[config.mk]
export PLATFORM = sky130hd
export DESIGN_NAME = tt_lu_arbiter
export DESIGN_NICKNAME = d
export VERILOG_FILES = /design/src/rtl/tt_lu_pkg.sv /design/src/rtl/tt_logic_unit.sv /design/src/rtl/tt_lu_arbiter.sv
export SDC_FILE = /design/constraint.sdc
export NUM_CORES = 1
export LEC_CHECK = 0
export CORE_MARGIN = 2
export CORE_UTILIZATION = 47
export CTS_BUF_LIST = sky130_fd_sc_hd__clkbuf_2 sky130_fd_sc_hd__clkbuf_4 sky130_fd_sc_hd__clkbuf_8
export DETAILED_ROUTE_END_ITERATION = 8
export HOLD_SLACK_MARGIN = 0.1
export PLACE_DENSITY_LB_ADDON = 0.1
export SYNTH_ARGS = -nofsm -noshare
export SYNTH_HDL_FRONTEND = slang
export SYNTH_SLANG_ARGS = --single-unit
[constraint.sdc]
create_clock -name clk -period 1.7 [get_ports clk]
set_clock_uncertainty 0.05 [all_clocks]
set_input_delay 0.17 -clock clk [delete_from_list [all_inputs] [get_ports clk]]
set_output_delay 0.17 -clock clk [all_outputs]
set_load 0.1 [all_outputs]
[src/rtl/tt_lu_pkg.sv]
// rtl/tt_lu_pkg.sv - shared opcode/state types and widths for the logic-unit arbiter
package tt_lu_pkg;

  localparam int STAT_W = 8;

  typedef enum logic [1:0] {
    OP_NOT = 2'd0,
    OP_AND = 2'd1,
    OP_OR  = 2'd2,
    OP_XOR = 2'd3
  } op_e;

  typedef enum logic [1:0] {
    IDLE = 2'd0,
    EXEC = 2'd1,
    RESP = 2'd2
  } state_e;

endpackage

[src/rtl/tt_logic_unit.sv]
// rtl/tt_logic_unit.sv - combinational NOT/AND/OR/XOR unit shared by both requesters
module tt_logic_unit
  import tt_lu_pkg::*;
#(
  parameter int W = 8
) (
  input  logic [1:0]   i_op,
  input  logic [W-1:0] i_a,
  input  logic [W-1:0] i_b,
  output logic [W-1:0] o_y
);

  // Select the bitwise function; operand b is ignored for NOT.
  always_comb begin
    o_y = '0;
    case (op_e'(i_op))
      OP_NOT:  o_y = ~i_a;
      OP_AND:  o_y = i_a & i_b;
      OP_OR:   o_y = i_a | i_b;
      OP_XOR:  o_y = i_a ^ i_b;
      default: o_y = '0;
    endcase
  end

endmodule

[src/rtl/tt_lu_arbiter.sv]
// rtl/tt_lu_arbiter.sv - round-robin arbiter sharing one logic unit; TT_LU_ARB_STATS_EN adds per-requester completion counters
module tt_lu_arbiter
  import tt_lu_pkg::*;
#(
  parameter int W = 8
) (
  input  logic              clk,
  input  logic              rst,
  input  logic              req0_valid,
  output logic              req0_ready,
  input  logic [1:0]        req0_op,
  input  logic [W-1:0]      req0_a,
  input  logic [W-1:0]      req0_b,
  input  logic              req1_valid,
  output logic              req1_ready,
  input  logic [1:0]        req1_op,
  input  logic [W-1:0]      req1_a,
  input  logic [W-1:0]      req1_b,
  output logic              rsp0_valid,
  input  logic              rsp0_ready,
  output logic [W-1:0]      rsp0_data,
  output logic              rsp1_valid,
  input  logic              rsp1_ready,
  output logic [W-1:0]      rsp1_data,
  output logic              busy,
  output logic [STAT_W-1:0] stat0_cnt,
  output logic [STAT_W-1:0] stat1_cnt
);

  state_e       r_state;
  logic         r_prio;
  logic         r_owner;
  logic [1:0]   r_op;
  logic [W-1:0] r_a;
  logic [W-1:0] r_b;
  logic         r_rsp0_valid;
  logic         r_rsp1_valid;
  logic [W-1:0] r_rsp0_data;
  logic [W-1:0] r_rsp1_data;

  logic         w_any_valid;
  logic         w_grant;
  logic         w_rsp_hs;
  logic [W-1:0] w_result;

  // Favour the prio holder when it is valid, otherwise fall back to the other requester.
  always_comb begin
    w_any_valid = req0_valid | req1_valid;
    w_grant     = r_prio ? req1_valid : ~req0_valid;
    w_rsp_hs    = (r_state == RESP) && (r_owner ? rsp1_ready : rsp0_ready);
  end

  assign req0_ready = (r_state == IDLE) && w_any_valid && !w_grant;
  assign req1_ready = (r_state == IDLE) && w_any_valid &&  w_grant;
  assign rsp0_valid = r_rsp0_valid;
  assign rsp1_valid = r_rsp1_valid;
  assign rsp0_data  = r_rsp0_data;
  assign rsp1_data  = r_rsp1_data;
  assign busy       = (r_state != IDLE);

  tt_logic_unit #(.W(W)) u_lu (
    .i_op (r_op),
    .i_a  (r_a),
    .i_b  (r_b),
    .o_y  (w_result)
  );

  // Accept -> execute into the owner's response register -> hold until the owner takes it.
  always_ff @(posedge clk) begin
    if (rst) begin
      r_state      <= IDLE;
      r_prio       <= 1'b0;
      r_owner      <= 1'b0;
      r_op         <= 2'd0;
      r_a          <= '0;
      r_b          <= '0;
      r_rsp0_valid <= 1'b0;
      r_rsp1_valid <= 1'b0;
      r_rsp0_data  <= '0;
      r_rsp1_data  <= '0;
    end else begin
      case (r_state)
        IDLE: begin
          if (w_any_valid) begin
            r_owner <= w_grant;
            r_op    <= w_grant ? req1_op : req0_op;
            r_a     <= w_grant ? req1_a  : req0_a;
            r_b     <= w_grant ? req1_b  : req0_b;
            r_state <= EXEC;
          end
        end
        EXEC: begin
          if (r_owner) begin
            r_rsp1_data  <= w_result;
            r_rsp1_valid <= 1'b1;
          end else begin
            r_rsp0_data  <= w_result;
            r_rsp0_valid <= 1'b1;
          end
          r_state <= RESP;
        end
        RESP: begin
          if (w_rsp_hs) begin
            r_rsp0_valid <= 1'b0;
            r_rsp1_valid <= 1'b0;
            r_prio       <= ~r_owner;
            r_state      <= IDLE;
          end
        end
        default: r_state <= IDLE;
      endcase
    end
  end

`ifdef TT_LU_ARB_STATS_EN
  logic [STAT_W-1:0] r_stat0;
  logic [STAT_W-1:0] r_stat1;

  // Count completed handshakes per owner, saturating instead of wrapping.
  always_ff @(posedge clk) begin
    if (rst) begin
      r_stat0 <= '0;
      r_stat1 <= '0;
    end else if (w_rsp_hs) begin
      if (!r_owner && (r_stat0 != '1)) r_stat0 <= r_stat0 + 1'b1;
      if ( r_owner && (r_stat1 != '1)) r_stat1 <= r_stat1 + 1'b1;
    end
  end

  assign stat0_cnt = r_stat0;
  assign stat1_cnt = r_stat1;
`else
  assign stat0_cnt = '0;
  assign stat1_cnt = '0;
`endif

endmodule

## After elaboration in Yosys (flattened, before gate mapping)

Cells that the tools add are included.

| operators by class | value |
|---|---|
| equal/unequal tests | 9 |
| multiplexer cells | 14 |
| bitwise logic cells | 7 |
| reductions and logical operators | 16 |

Operator list:

| operator | number |
|---|---|
| $pmux 8 s4 | 1 |
| $mux 8 | 2 |
| $reduce_and 2->1 | 5 |
| $and 8x8->8 | 1 |
| $ne 2x2->1 const B | 4 |
| $not 8->8 | 1 |
| $or 8x8->8 | 1 |
| $xor 8x8->8 | 1 |
| $eq 2x2->1 const B | 3 |
| $mux 2 | 3 |
| $pmux 2 s3 | 1 |
| $reduce_and 3->1 | 2 |
| $mux 1 | 5 |
| $eq 2x1->1 const B | 2 |
| $logic_and 1x1->1 | 4 |
| $logic_not 2->1 | 2 |
| $pmux 1 s2 | 2 |
| $reduce_bool 2->1 | 2 |
| $not 1->1 | 2 |
| $logic_not 1->1 | 1 |
| $or 1x1->1 | 1 |

| word-level totals | value |
|---|---|
| register bits | 40 |
| bits of input ports | 42 |
| output and inout bits | 37 |
| word-level logic and storage cells | 56 |

## Longest topological paths before layout

Gate-level depths: netlist (run 1).

| depth | value |
|---|---|
| word-level depth | 4 |
| depth in mapped cells | 5 |
| mapped depth without buffers | 5 |

## Cells and area by module

A second synthesis (run 1) with hierarchy kept.

| unflattened totals | value |
|---|---|
| cell total of the unflattened synthesis | 264 |
| area total of the unflattened synthesis | 2,499.9 um2 |

Modules (own cells, without submodules):

| module | instances | cells an instance | area each (um2) | seq. area each (um2) |
|---|---|---|---|---|
| tt_lu_arbiter | 1 | 214 | 2,006.9 | 800.8 |
| tt_logic_unit | 1 | 50 | 493.0 | 0.0 |

## Worst setup path after synthesis (run 1)

OpenSTA, ideal clock, no wires.

| timing | value |
|---|---|
| kind | reg2out |
| from | register r_state[1] |
| to | output req0_ready |
| data arrival time | 2.277 ns |
| data required time | 1.480 ns |
| slack | -0.797 ns |
| cell stages (with the launch flop) | 5 |
| path through | dfxtp_1 -> nor2_1 -> buf_2 -> nand2_1 -> a21oi_1 |

| on the way | value |
|---|---|
| longest elaborated chain between the ends | 3 |

RTL lines:

| element | RTL line | RTL |
|---|---|---|
| start: declaration | tt_lu_arbiter.sv:30 | `state_e r_state;` |
| start signal: assignment | tt_lu_arbiter.sv:71 | `r_state <= IDLE;` |
| start signal: assignment | tt_lu_arbiter.sv:89 | `r_state <= EXEC;` |
| start signal: assignment | tt_lu_arbiter.sv:100 | `r_state <= RESP;` |
| $logic_not 2->1 | tt_lu_arbiter.sv:53 | `assign req0_ready = (r_state == IDLE) && w_any_valid && !w_grant;` |
| $logic_and 1x1->1 (2 in series) | tt_lu_arbiter.sv:53 |  |
| end: declaration | tt_lu_arbiter.sv:10 | `output logic req0_ready,` |

Every way passes these cells.

## Worst setup path after layout (run 1)

| timing | value |
|---|---|
| from | register r_state[0] |
| to | output req1_ready |

| on the way | value |
|---|---|
| longest elaborated chain between the ends | 3 |

RTL lines:

| element | RTL line | RTL |
|---|---|---|
| $logic_not 2->1 | tt_lu_arbiter.sv:54 | `assign req1_ready = (r_state == IDLE) && w_any_valid && w_grant;` |
| $logic_and 1x1->1 (2 in series) | tt_lu_arbiter.sv:54 |  |
| end: declaration | tt_lu_arbiter.sv:15 | `output logic req1_ready,` |

Every way passes these cells.

==> results of run 1 <==
==> logic make-up after synthesis <==
group,count (synthesis),share of synthesized area [%]
AND/OR/NAND/NOR,52,11.61
other,1,0.1589
multiplexers,9,8.059
AO/OA/AOI/OAI,80,22.11
buffers and inverters,73,15.64
adder cells (fa/ha/maj),16,8.483
flip-flops,40,33.93
==> power by group through the flow <==
stage / registers [mW] / logic, mW / clock network [mW]
CTS: 1.16 / 1.47 / 0.787
floorplan: 1.38 / 0.788 / 0
global route: 1.18 / 1.58 / 0.830
detailed placement: 1.18 / 1.46 / 0
global placement: 1.17 / 1.43 / 0
finish: 1.16 / 1.47 / 0.791
==> timing repair <==
action / CTS / global route
setup buffers: 0 / 1
hold buffers: 0 / 0
endpoints found under the setup margin: 1 / 7
resized for setup: 1 / 9
==> metal layers <==
metal | GRT usage, % | share of wire (%) | vias to the layer above
li1 | - | - | 1055
met1 | 26.17 | 44 | 979
met2 | 36.35 | 49 | 76
met3 | 4.150 | 5.5 | 12
met4 | 8.333 | 2.0 | 0
met5 | 0 | 0 | -
==> Yosys cell counts, types with 2 or more instances <==
master    instances
buf_6             2
a211oi_1         14
dfxtp_1          40
mux4_2            8
o21ai_0          20
inv_1            35
a311oi_1         18
a211oi_2          2
ha_1             16
nand3_1          18
clkbuf_1          9
nor2_1           20
nand2b_1          5
buf_4            19
a21oi_1          23
and3b_1           2
buf_2             7
==> stage by stage <==
stage / setup TNS [ps] / std cells
floorplan: 0 / 286
global placement: 0 / 399
detailed placement: 0 / 399
CTS: 0 / 407
global route: -31.40 / 408
finish: 0 / 408
==> cell type report <==
| class | instances | share of cell area, % |
|---|---|---|
| repair buffers | 84 | 29.77 |
| flip-flops and latches | 40 | 23.60 |
| inverters | 36 | 4.050 |
| clock inverters | 2 | 1.022 |
| multi-input cells | 173 | 36.88 |
| well taps | 67 | 2.444 |
| clock buffers | 6 | 2.225 |
==> critical path, stage by stage (launching register included) <==
cell        delay, ps
dfxtp_1           350
nor2_1            100
buf_4             170
nand4_1           180
clkinvlp_4        150
buf_12            170
==> sequential cells by signal, summed over array words and instances (netlist names) <==
name / flops
rsp0_data: 8
r_owner: 1
r_prio: 1
rsp0_valid: 1
r_state: 2
r_a: 8
rsp1_valid: 1
r_op: 2
rsp1_data: 8
r_b: 8
==> worst paths after layout <==
check | to | cells after the start | startpoint
worst max register to register | rsp0_data[0] | 5 | r_a[0]
worst max-delay path | req1_ready | 5 | r_state[0]
worst min register to register | rsp1_valid | 2 | rsp1_valid
worst min-delay path | r_a[2] | 3 | req0_a[2]
==> results.ini, run 1 <==
[power]
intPower_mw=2.082
swShare_pct=39.25
p_comb_share_pct=43.0
p_switching_mw=1.345
irDropWorstVdd_v=0.0005369
clkPwrFrac_pct=23.1
p_seq_share_pct=33.9
powerDensity_nw_per_um2=999.5
leakagePower_nw=1.360
p_total_mw=3.428

[synthesis]
synth-async-reset-ratio_pct=0
synth_cell_types=30
synth_top_area_share_pct=33.93
avgSynthCellArea_um2=8.708
synth_ff_type=dfxtp_1
yosysWarnings=0
ys_seq_area_share_pct=33.93
synth_edf_count=0
synth.area.top_cells=dfxtp_1 (34%), ha_1 (8.5%), mux4_2 (7.6%)
synth.cell_area_um2=2360
ys_ff_latch=40
yosysTopAreaCell=dfxtp_1
synthCells=271

[layout]
area_growth_pct=45.33
multi_input_area_um2=1265
final_nets=398
final_common_cell=clkdlybuf4s50_1
fin_area_um2=3430
final_cell_mix=clkdlybuf4s50_1 (41), inv_1 (34), dfxtp_1 (33)
seq_area_um2=809.5
drive_gt1_share_pct=22.29
fin_util_pct=71.66
fillers=375
antenna_cells=0

[status]
status=finished clean

[clock_network]
path_clk_slew_ps=80
clkLatencyLatePin_ps=290
numCtsBuffers=5
ctsLongestPathBuffers=2
cts_tree=done
cts-root-buf=clkbuf_8
h-tree-depth=2
cts_sinks=40

[route]
vias=2122
drt_first_pass_iters=4
vias_per_cell=5.201
drt_iter0_drc=73
routed_wl_um=5664
wl_per_cell_um=13.88
drc=0
final_antenna_net_count=0

[global_routing]
grt.overflow.total=0
grt_max_degree=41
track_usage_pct=21.19
first_global_vias=1939
grt_pass1_wl_um=8997
antenna_found_initial=0

[flow_run]
max-cap-violations=0

[critical_path]
cp.arrival_ps=1430
rrSetupSlack_ps=80
cp_max_fo=8
setup.worst_path.start_class=flop
end_kind=output pin
worstPathRequired_ps=1480
worst-setup-path-type=reg2out

[sta]
setup_viol=0
maxSlewViolCount=0
timing.final.crit_share_pct=96.84
fin_crit_ps=1646
setup_ws_ps=53.76
fmaxAchievable_mhz=607.4
whs_ps=400.6
hold_viol_final=0

[placed_design]
io_buffers=62
postPlaceCellArea_um2=3294
dp_hpwl_um=4242
gp_congestion=0.8160
pre_cts_ws_ps=1.926

[floorplanning]
start_util_pct=49.31
fp.dieH_um=74.86
ios=79
core_um2=4786
die_x_um=74.86
rows=25
die-area_um2=5603

[hold_path]
holdCritPathClass=in2reg

Power figures use the tool's default switching activity.
==> run 2: changes to the inputs <==
--- a/config.mk
+++ b/config.mk
@@ -9,7 +9,7 @@
 export CORE_UTILIZATION = 47
 export CTS_BUF_LIST = sky130_fd_sc_hd__clkbuf_2 sky130_fd_sc_hd__clkbuf_4 sky130_fd_sc_hd__clkbuf_8
 export DETAILED_ROUTE_END_ITERATION = 8
-export HOLD_SLACK_MARGIN = 0.1
+export HOLD_SLACK_MARGIN = 0.12
 export PLACE_DENSITY_LB_ADDON = 0.1
 export SYNTH_ARGS = -nofsm -noshare
 export SYNTH_HDL_FRONTEND = slang
==> results of run 2 <==
Final layout, timing and power as in run 1 (identical DEF).
